$ cat src/rtl/store_pkg.sv
// Shared definitions for the store deserialiser: store widths, FSM states
// and the base byte-lane masks that get shifted into position.
package store_pkg;

    // Store width encodings as carried on func[1:0].
    typedef enum logic [1:0] {
        ST_B   = 2'b00,
        ST_H   = 2'b01,
        ST_W   = 2'b10,
        ST_ILL = 2'b11
    } store_func_e;

    // Store sequencer states.
    typedef enum logic [1:0] {
        IDLE  = 2'b00,
        SHIFT = 2'b01,
        WRITE = 2'b10,
        ERROR = 2'b11
    } store_state_e;

    // Base lane masks before shifting by the byte offset.
    localparam logic [3:0] MASK_B = 4'b0001;
    localparam logic [3:0] MASK_H = 4'b0011;
    localparam logic [3:0] MASK_W = 4'b1111;

endpackage

$ cat src/rtl/store_deserialiser_if.sv
// Write-request bus between the store deserialiser and the masked BlockRAM.
//
// Handshake: the master raises mem_wr_valid and holds mem_addr, mem_data and
// mem_mask stable until a cycle in which mem_wr_ready is also high; the write
// is transferred in that cycle and valid drops afterwards. valid never depends
// on ready, and ready may be asserted at any time.
interface store_deserialiser_if #(
    parameter int D_WIDTH    = 32,
    parameter int ADDR_WIDTH = 10
);
    logic [ADDR_WIDTH-1:0] mem_addr;
    logic [D_WIDTH-1:0]    mem_data;
    logic [3:0]            mem_mask;
    logic                  mem_wr_valid;
    logic                  mem_wr_ready;

    modport master (
        output mem_addr,
        output mem_data,
        output mem_mask,
        output mem_wr_valid,
        input  mem_wr_ready
    );

    modport slave (
        input  mem_addr,
        input  mem_data,
        input  mem_mask,
        input  mem_wr_valid,
        output mem_wr_ready
    );
endinterface

$ cat src/rtl/store_lane_align.sv
// Lane alignment for SB/SH/SW: replicates the low byte/halfword across the
// word so no barrel shifter is needed, and lets the mask pick the lanes.
// Also flags stores whose offset does not suit their width.
module store_lane_align
    import store_pkg::*;
(
    input  store_func_e func,
    input  logic [1:0]  byte_off,
    input  logic [31:0] sreg,
    output logic [31:0] mem_data,
    output logic [3:0]  mem_mask,
    output logic        misaligned_cond
);

    // Data replication, lane mask and misalignment check per store width.
    always_comb begin
        mem_data        = sreg;
        mem_mask        = 4'b0000;
        misaligned_cond = 1'b0;
        case (func)
            ST_B: begin
                mem_data = {4{sreg[7:0]}};
                mem_mask = MASK_B << byte_off;
            end
            ST_H: begin
                mem_data        = {2{sreg[15:0]}};
                mem_mask        = MASK_H << byte_off;
                misaligned_cond = byte_off[0];
            end
            ST_W: begin
                mem_data        = sreg;
                mem_mask        = MASK_W;
                misaligned_cond = |byte_off;
            end
            default: begin
                misaligned_cond = 1'b1;
            end
        endcase
    end

endmodule

$ cat src/rtl/store_deserialiser.sv
// Collects a 32-bit LSB-first store stream, lane-aligns it and issues one
// masked write request. Misaligned or illegal stores consume the stream,
// pulse misaligned/done and never write.
module store_deserialiser
    import store_pkg::*;
#(
    parameter int D_WIDTH    = 32,
    parameter int ADDR_WIDTH = 10
) (
    input  logic                  clk,
    input  logic                  rst,
    input  logic                  start,
    input  logic [2:0]            func,
    input  logic [1:0]            byte_off,
    input  logic [ADDR_WIDTH-1:0] addr_in,
    input  logic                  bit_in,
    input  logic                  bit_valid,
    output logic                  busy,
    output logic                  misaligned,
    output logic                  done,
    output store_state_e          dbg_state,
    store_deserialiser_if.master  mem
);

    store_state_e          state_q, state_d;
    logic [4:0]            cnt_q, cnt_d;
    logic [D_WIDTH-1:0]    sreg_q, sreg_d;
    store_func_e           func_q, func_d;
    logic [1:0]            off_q, off_d;
    logic [ADDR_WIDTH-1:0] addr_q, addr_d;

    // Registered write payload: holds its value outside WRITE.
    logic [ADDR_WIDTH-1:0] mem_addr_q;
    logic [D_WIDTH-1:0]    mem_data_q;
    logic [3:0]            mem_mask_q;

    logic [D_WIDTH-1:0]    sreg_shift;
    logic [31:0]           lane_data;
    logic [3:0]            lane_mask;
    logic                  lane_misaligned;
    logic                  capture;
    logic                  wr_valid;

    // func[2] carries no meaning for stores.
    logic                  unused_func_msb;
    assign unused_func_msb = func[2];

    // Shift register value after accepting the current bit; aligning this
    // lets the payload be captured on the same edge as the final bit.
    assign sreg_shift = {bit_in, sreg_q[D_WIDTH-1:1]};

    store_lane_align u_align (
        .func            (func_q),
        .byte_off        (off_q),
        .sreg            (sreg_shift),
        .mem_data        (lane_data),
        .mem_mask        (lane_mask),
        .misaligned_cond (lane_misaligned)
    );

    // Next-state, datapath updates and handshake outputs.
    always_comb begin
        state_d    = state_q;
        cnt_d      = cnt_q;
        sreg_d     = sreg_q;
        func_d     = func_q;
        off_d      = off_q;
        addr_d     = addr_q;
        capture    = 1'b0;
        wr_valid   = 1'b0;
        done       = 1'b0;
        misaligned = 1'b0;
        case (state_q)
            IDLE: begin
                if (start) begin
                    func_d  = store_func_e'(func[1:0]);
                    off_d   = byte_off;
                    addr_d  = addr_in;
                    cnt_d   = 5'd0;
                    state_d = SHIFT;
                end
            end
            SHIFT: begin
                if (bit_valid) begin
                    sreg_d = sreg_shift;
                    cnt_d  = cnt_q + 5'd1;
                    if (cnt_q == 5'd31) begin
                        if (lane_misaligned) begin
                            state_d = ERROR;
                        end else begin
                            capture = 1'b1;
                            state_d = WRITE;
                        end
                    end
                end
            end
            WRITE: begin
                wr_valid = 1'b1;
                if (mem.mem_wr_ready) begin
                    done    = 1'b1;
                    state_d = IDLE;
                end
            end
            ERROR: begin
                misaligned = 1'b1;
                done       = 1'b1;
                state_d    = IDLE;
            end
            default: state_d = IDLE;
        endcase
    end

    // State, counter, shift register and latched store parameters.
    always_ff @(posedge clk or negedge rst) begin
        if (!rst) begin
            state_q <= IDLE;
            cnt_q   <= 5'd0;
            sreg_q  <= '0;
            func_q  <= ST_B;
            off_q   <= 2'b00;
            addr_q  <= '0;
        end else begin
            state_q <= state_d;
            cnt_q   <= cnt_d;
            sreg_q  <= sreg_d;
            func_q  <= func_d;
            off_q   <= off_d;
            addr_q  <= addr_d;
        end
    end

    // Write payload captured on entry to WRITE and held afterwards.
    always_ff @(posedge clk or negedge rst) begin
        if (!rst) begin
            mem_addr_q <= '0;
            mem_data_q <= '0;
            mem_mask_q <= 4'b0000;
        end else if (capture) begin
            mem_addr_q <= addr_q;
            mem_data_q <= lane_data;
            mem_mask_q <= lane_mask;
        end
    end

    assign mem.mem_addr     = mem_addr_q;
    assign mem.mem_data     = mem_data_q;
    assign mem.mem_mask     = (state_q == WRITE) ? mem_mask_q : 4'b0000;
    assign mem.mem_wr_valid = wr_valid;
    assign busy             = (state_q != IDLE);
    assign dbg_state        = state_q;

endmodule

$ cat src/flat_wrapper.sv
// flat-port wrapper written by rule: the top's interface ports become plain ports
module store_deserialiser_flat import store_pkg::*;
#(
    parameter int D_WIDTH    = 32,
    parameter int ADDR_WIDTH = 10
)
  (clk, rst, start, func, byte_off, addr_in, bit_in, bit_valid, busy, misaligned, done, dbg_state, mem_mem_addr, mem_mem_data, mem_mem_mask, mem_mem_wr_valid, mem_mem_wr_ready);
  store_deserialiser_if #(.D_WIDTH(D_WIDTH), .ADDR_WIDTH(ADDR_WIDTH)) mem_i ();
  input  logic clk;
  input  logic rst;
  input  logic start;
  input  logic [2:0] func;
  input  logic [1:0] byte_off;
  input  logic [ADDR_WIDTH-1:0] addr_in;
  input  logic bit_in;
  input  logic bit_valid;
  output logic busy;
  output logic misaligned;
  output logic done;
  output store_state_e dbg_state;
  output wire logic [$bits(mem_i.mem_addr)-1:0] mem_mem_addr;
  output wire logic [$bits(mem_i.mem_data)-1:0] mem_mem_data;
  output wire logic [$bits(mem_i.mem_mask)-1:0] mem_mem_mask;
  output wire logic [$bits(mem_i.mem_wr_valid)-1:0] mem_mem_wr_valid;
  input wire logic [$bits(mem_i.mem_wr_ready)-1:0] mem_mem_wr_ready;
  assign mem_mem_addr = mem_i.mem_addr;
  assign mem_mem_data = mem_i.mem_data;
  assign mem_mem_mask = mem_i.mem_mask;
  assign mem_mem_wr_valid = mem_i.mem_wr_valid;
  assign mem_i.mem_wr_ready = mem_mem_wr_ready;
  store_deserialiser #(.D_WIDTH(D_WIDTH), .ADDR_WIDTH(ADDR_WIDTH)) u_core (.clk(clk), .rst(rst), .start(start), .func(func), .byte_off(byte_off), .addr_in(addr_in), .bit_in(bit_in), .bit_valid(bit_valid), .busy(busy), .misaligned(misaligned), .done(done), .dbg_state(dbg_state), .mem(mem_i));
endmodule
$ cat config.mk
export PLATFORM = sky130hd
export DESIGN_NAME = store_deserialiser_flat
export DESIGN_NICKNAME = d
export VERILOG_FILES = /design/src/rtl/store_pkg.sv /design/src/rtl/store_deserialiser_if.sv /design/src/rtl/store_lane_align.sv /design/src/rtl/store_deserialiser.sv /design/src/flat_wrapper.sv
export SDC_FILE = /design/constraint.sdc
export NUM_CORES = 1
export LEC_CHECK = 0
export ABC_AREA = 1
export CORE_ASPECT_RATIO = 0.7
export CORE_MARGIN = 2
export CORE_UTILIZATION = 26
export DETAILED_ROUTE_END_ITERATION = 10
export PLACE_DENSITY = 0.49
export SKIP_LAST_GASP = 1
export SLEW_MARGIN = 20
export SYNTH_ARGS = -nofsm -noshare
export SYNTH_HDL_FRONTEND = slang
export SYNTH_HIERARCHICAL = 1
export SYNTH_SLANG_ARGS = --single-unit
$ cat constraint.sdc
create_clock -name clk -period 1.95 [get_ports clk]
set_input_delay 0.39 -clock clk [delete_from_list [all_inputs] [get_ports clk]]
set_output_delay 0.39 -clock clk [all_outputs]
set_load 0.005 [all_outputs]
# After elaboration in Yosys (flattened, before gate mapping)
# Index checks and enable logic that the tools add are counted.
# classes
n_addsub,1
eq_ne,10
shift,2
muxes,21
reduce_logical,9
# op_table
op,n
one-hot mux 32 bit (2 select lines),1
one-hot mux 4 bit (3 select lines),1
2-to-1 mux 5 bit,2
one-hot mux 5 bit (2 select lines),1
2-to-1 mux 1 bit,8
2-to-1 mux 2 bit,4
one-hot mux 2 bit (4 select lines),1
equality test 2 bit (second input constant),3
!= test 2 bit (second input constant),3
adder 5 x 1 -> 5 bit (second input constant),1
equality test 5 bit (second input constant),1
equality test 2 x 1 -> 1 bit (second input constant),2
zero test 2 bit,2
2-to-1 mux 4 bit,1
AND reduction 2 bit,2
AND reduction 4 bit,1
nonzero test 2 bit,2
left shift 1 x 2 -> 4 bit (first input constant),1
left shift 2 x 2 -> 4 bit (first input constant),1
one-hot mux 1 bit (3 select lines),1
AND reduction 3 bit,1
!= test 2 x 1 -> 1 bit (second input constant),1
one-hot mux 1 bit (2 select lines),1
OR reduction 2 bit,1
# word_totals
ff_bits,99
out_inout_bits,52
word_cells,52

# Longest topological paths before layout
# depth
ltp_word,6
ltp_mapped,10

# Hierarchy
# The synthesis kept the hierarchy.
# modules_own_cells
module,n_inst,cells_each,area_each_um2,seq_area_each_um2
store_deserialiser,1,451,3955.0,2452.4
store_lane_align,1,109,525.5,0.0

# Worst setup path before layout
# OpenSTA, ideal clock, no wires.
# synth_path
path_kind,reg-to-reg
start,reg u_core.func_q[1]
end,"reg u_core.mem_addr_q[0], in the netlist u_core/mem.mem_addr[0]"
arrival_ns,1.490
t_required_ns,1.885
setup_slack_ns,0.395
stages_incl_launch_ff,11
path_buffers,3
period_less_slack_ns,1.555
path_cell_list,dfrtp_1 -> buf_6 -> buf_4 -> o21ai_0 -> nand2_1 -> inv_1 -> nand3_1 -> nor2_4 -> buf_6 -> nand2_1 -> nand2_1
# synth_via
elab_chain_cells,6
elab_cells_between_ends,8
cone_classes,eq/ne (2); mux (5); reduce/logical (1)
# synth_rtl
item,line,source
start: declaration,store_deserialiser.sv:28,"store_func_e func_q, func_d;"
start signal: assignment,store_deserialiser.sv:126,func_q <= func_d;
"equality test 2 bit, or another cell as far along",store_lane_align.sv:20,case (func)
one-hot mux 1 bit (3 select lines) (*),store_lane_align.sv:20,
named net u_core.lane_misaligned,store_deserialiser.sv:40,logic lane_misaligned;
2-to-1 mux 1 bit (*),store_deserialiser.sv:88,if (lane_misaligned) begin
2-to-1 mux 1 bit (*),store_deserialiser.sv:87,if (cnt_q == 5'd31) begin
2-to-1 mux 1 bit (*),store_deserialiser.sv:84,if (bit_valid) begin
2-to-1 mux 1 bit (*),store_deserialiser.sv:73,case (state_q)
end signal: assignment,store_deserialiser.sv:139,mem_addr_q <= addr_q;
end: declaration,store_deserialiser.sv:33,logic [ADDR_WIDTH-1:0] mem_addr_q;
# Mark *: on every way through the listed nets, which the timed path passes. The rest lies on a longest branch.
# A chain may end at the register's enable or synchronous reset.

# Final worst setup path
# layout_path
start,in mem_mem_wr_ready
end,out done
# layout_via
elab_chain_cells,2
# layout_rtl
item,line,source
start: declaration,flat_wrapper.sv:25,input wire logic [$bits(mem_i.mem_wr_ready)-1:0] mem_mem_wr_ready;
2-to-1 mux 1 bit,store_deserialiser.sv:99,if (mem.mem_wr_ready) begin
one-hot mux 1 bit (2 select lines),store_deserialiser.sv:73,
end: declaration,flat_wrapper.sv:19,output logic done;
# Every way passes these cells.

==> metrics <==
status completed; power per standard cell area 886 nW/um2; Clock Latency Late Sink 0.35 ns; share of post-route cells with drive strength above 1 8.82%; CP Launch Type input pin; DR DRC count 0; largest family of logic cells by synthesized area simple AND/OR/NAND/NOR gates; initial antenna violation count 0; Pint 3610 uW; Clock Path Buffers 2; vias in the first global route 3,760; via count 3,719; fin. max-slew vios 0; Worst Path Arrival 1.51 ns; first drt pass iteration count 4; Final nets 653; biggest area consumer among synthesized cells dfrtp_1; Syn. warnings 6; post-route clock period utilization 97.4%; die height 114 um; FFs w/ async S/R, synth 100%; Final Hold Slack 0.470 ns; first-pass GRT wire length 19.1 mm; grt total ovfl 0; HPWL after detailed placement 7.70 mm; Clock Root Buffer clkbuf_16; RSZ-0062 raised after global routing yes; Main synth FF type dfrtp_1; GRT Total Usage 13.2%; post-synthesis cell area 4480 um2; worst path bufs/invs 2; Post-Synth Simple-Gate Area 35.0%; max-cap check violation count 0; syn avg cell area 8.00 um2; Setup Viol. Count Final 0; Worst-Margin Slew 0.409 ns; Compound-Gate Fraction of Synth Area 2.23%; sequential share of the synthesized area 54.7%; core area 17,000 um2; switching share of total power 29.8%; routed len/inst 13.8 um; most instantiated library cell after synthesis nand2_1; post-synthesis instance total 560; Inserted Clock Buffers 9; #FFs+latches synth 98; clk sinks 98; sequential share of power 49.6%; setup total negative slack 0 ns; Port-buffer cells 71; leading cell types by count after synthesis 333 x nand2_1, 98 x dfrtp_1, 30 x nand3_1; floorplan row count 40; relative slew slack 72.7%; Clock Power Share 33.0%; R2R Setup Slk 0.16 ns; Syn Nets 583; mux cell area share after synthesis 0%; largest net degree at the start of global routing 54; ranking of synthesized cells by area dfrtp_1 55%, nand2_1 28%, nand3_1 3.4%; CP Data Required Time 1.56 ns; crit path cell chain clkdlybuf4s50_1, nand2_1, nand2_1, clkdlybuf4s50_1; CTS tree yes; leakage dissipation 0.00308 uW; Post-DP Area 5380 um2; clock-pin transition on the worst setup and hold timing paths 0.06 ns; Synth top area share 54.7%; Worst setup EP type primary output; io pins 73; Final Power 5140 uW; Worst path slowest cell clkdlybuf4s50_1; ANT cells 0; H-tree depth 3; minimum clock period 1.90 ns; number of flops mapped to enable cells by yosys 0; GP Congestion 0.784; remaining antenna violation count 0; Die W 161 um; Vias/cell 4.29; Synth cell types 22; Worst Skew 0.00727 ns; area grow syn2layout 29.6%; CP Class in -> out; Fmax 526 MHz; Worst Hold Class reg -> reg; adder-cell share of the synthesized area 0.559%; Routed WL 12.0 mm; Final Cell Area 5810 um2; P_sw 1530 uW; full die area 18,300 um2; VDD IR max 0.000394 V; Combinational Power Share 17.4%; Fin. Hold Viols 0; max incr delay on CP 0.50 ns; Worst Path Max Fanout 2; Synth Area in XOR/XNOR 0%; Top delay family on crit path buffers and inverters; Starting Density 26.3%; Initial DRC Count 203
state kept, by name, summed over array words and instances, names as in the netlist:
| signal | cells |
|---|---|
| u_core/dbg_state | 2 |
| u_core/cnt_q | 5 |
| u_core/mem_mask_q | 4 |
| u_core/sreg_q | 31 |
| u_core/func_q | 2 |
| u_core/mem.mem_data | 32 |
| u_core/off_q | 2 |
| u_core/addr_q | 10 |
| u_core/mem.mem_addr | 10 |
layer usage:
metal / routed length (um) / vias up / global-route usage, %
met1: 5870 / 1762 / 18.6
met4: 219 / 0 / 4.70
met2: 5070 / 93 / 19.4
li1: - / 1846 / -
met5: 0 / - / 0
met3: 826 / 18 / 3.67
worst paths after layout:
kind,from,to,cells after the start
worst max-delay path,mem_mem_wr_ready,done,4
worst min-delay path,u_core/mem.mem_addr[6],u_core/mem.mem_addr[6],2
worst max register to register,u_core/cnt_q[0],u_core/mem.mem_data[28],10
worst min register to register,u_core/mem.mem_addr[6],u_core/mem.mem_addr[6],2
max in group asynchronous,rst,u_core/sreg_q[13],3
min in group asynchronous,rst,u_core/cnt_q[4],2
cell type report:
class | count | area [um2]
fill | 1804 | 11200
clock buffer | 12 | 256
timing repair buffer | 92 | 1000
multi-input combinational | 408 | 1700
clock inverter | 4 | 26.3
sequential | 98 | 2450
inverter | 21 | 78.8
tap | 231 | 289
worst register-to-register path: cells and delay by family (launching register included):
family / cells / cell delay (ns)
buffers and inverters: 2 / 0.34
adder cells (fa/ha/maj): 2 / 0.39
flip-flops: 1 / 0.39
AND/OR/NAND/NOR: 6 / 0.61
through the flow:
stage | worst slack (ns) | util, % | cells
2_1_floorplan | 0.395 | - | 560
3_3_place_gp | 0.0496 | 31.6 | 842
3_5_place_dp | 0.0311 | 31.6 | 842
4_1_cts | 0.0159 | 33.5 | 862
5_1_grt | -0.0422 | 34.1 | 866
6_report | 0.0500 | 34.1 | 866
cells in the final DEF (no fill, tap or decap):
master,count
a21oi_1,1
buf_12,6
buf_4,12
clkbuf_1,1
clkbuf_16,12
clkbuf_8,2
clkdlybuf4s50_1,67
clkinv_2,2
clkinv_4,1
clkinvlp_4,1
dfrtp_1,97
dfrtp_2,1
dlygate4sd3_1,1
dlymetal6s2s_1,3
ha_1,1
ha_2,1
inv_1,16
inv_2,5
nand2_1,332
nand2_2,2
nand2_4,3
nand3_1,30
nand3_2,1
nand4_1,3
nor2_1,10
nor2_2,3
nor2_4,2
nor2_8,1
o21ai_0,16
o21ai_2,1
o22ai_1,1
logic make-up after synthesis:
kind of cell / after synthesis
adder cells (fa/ha/maj): 2
AND/OR/NAND/NOR: 387
buffers and inverters: 54
flip-flops: 98
AO/OA/AOI/OAI: 19
power by group through the flow:
| stage | Sequential [uW] | Combinational, uW | Clock [uW] |
|---|---|---|---|
| after floorplan | 2510 | 615 | 0 |
| after global placement | 2580 | 867 | 0 |
| after detailed placement | 2580 | 890 | 0 |
| after CTS | 2550 | 899 | 1760 |
| after global routing | 2600 | 1030 | 1850 |
| final | 2550 | 896 | 1700 |
what timing repair did:
item / 4_1_cts / 5_1_grt
gates cloned: 0 / 3
hold buffers: 1 / 0
pin swaps: 0 / 3
setup endpoints to repair: 5 / 42
hold endpoints to repair: 27 / 0
gates resized for setup: 1 / 7
setup buffers: 3 / 1
(Power assumes the default switching activity.)
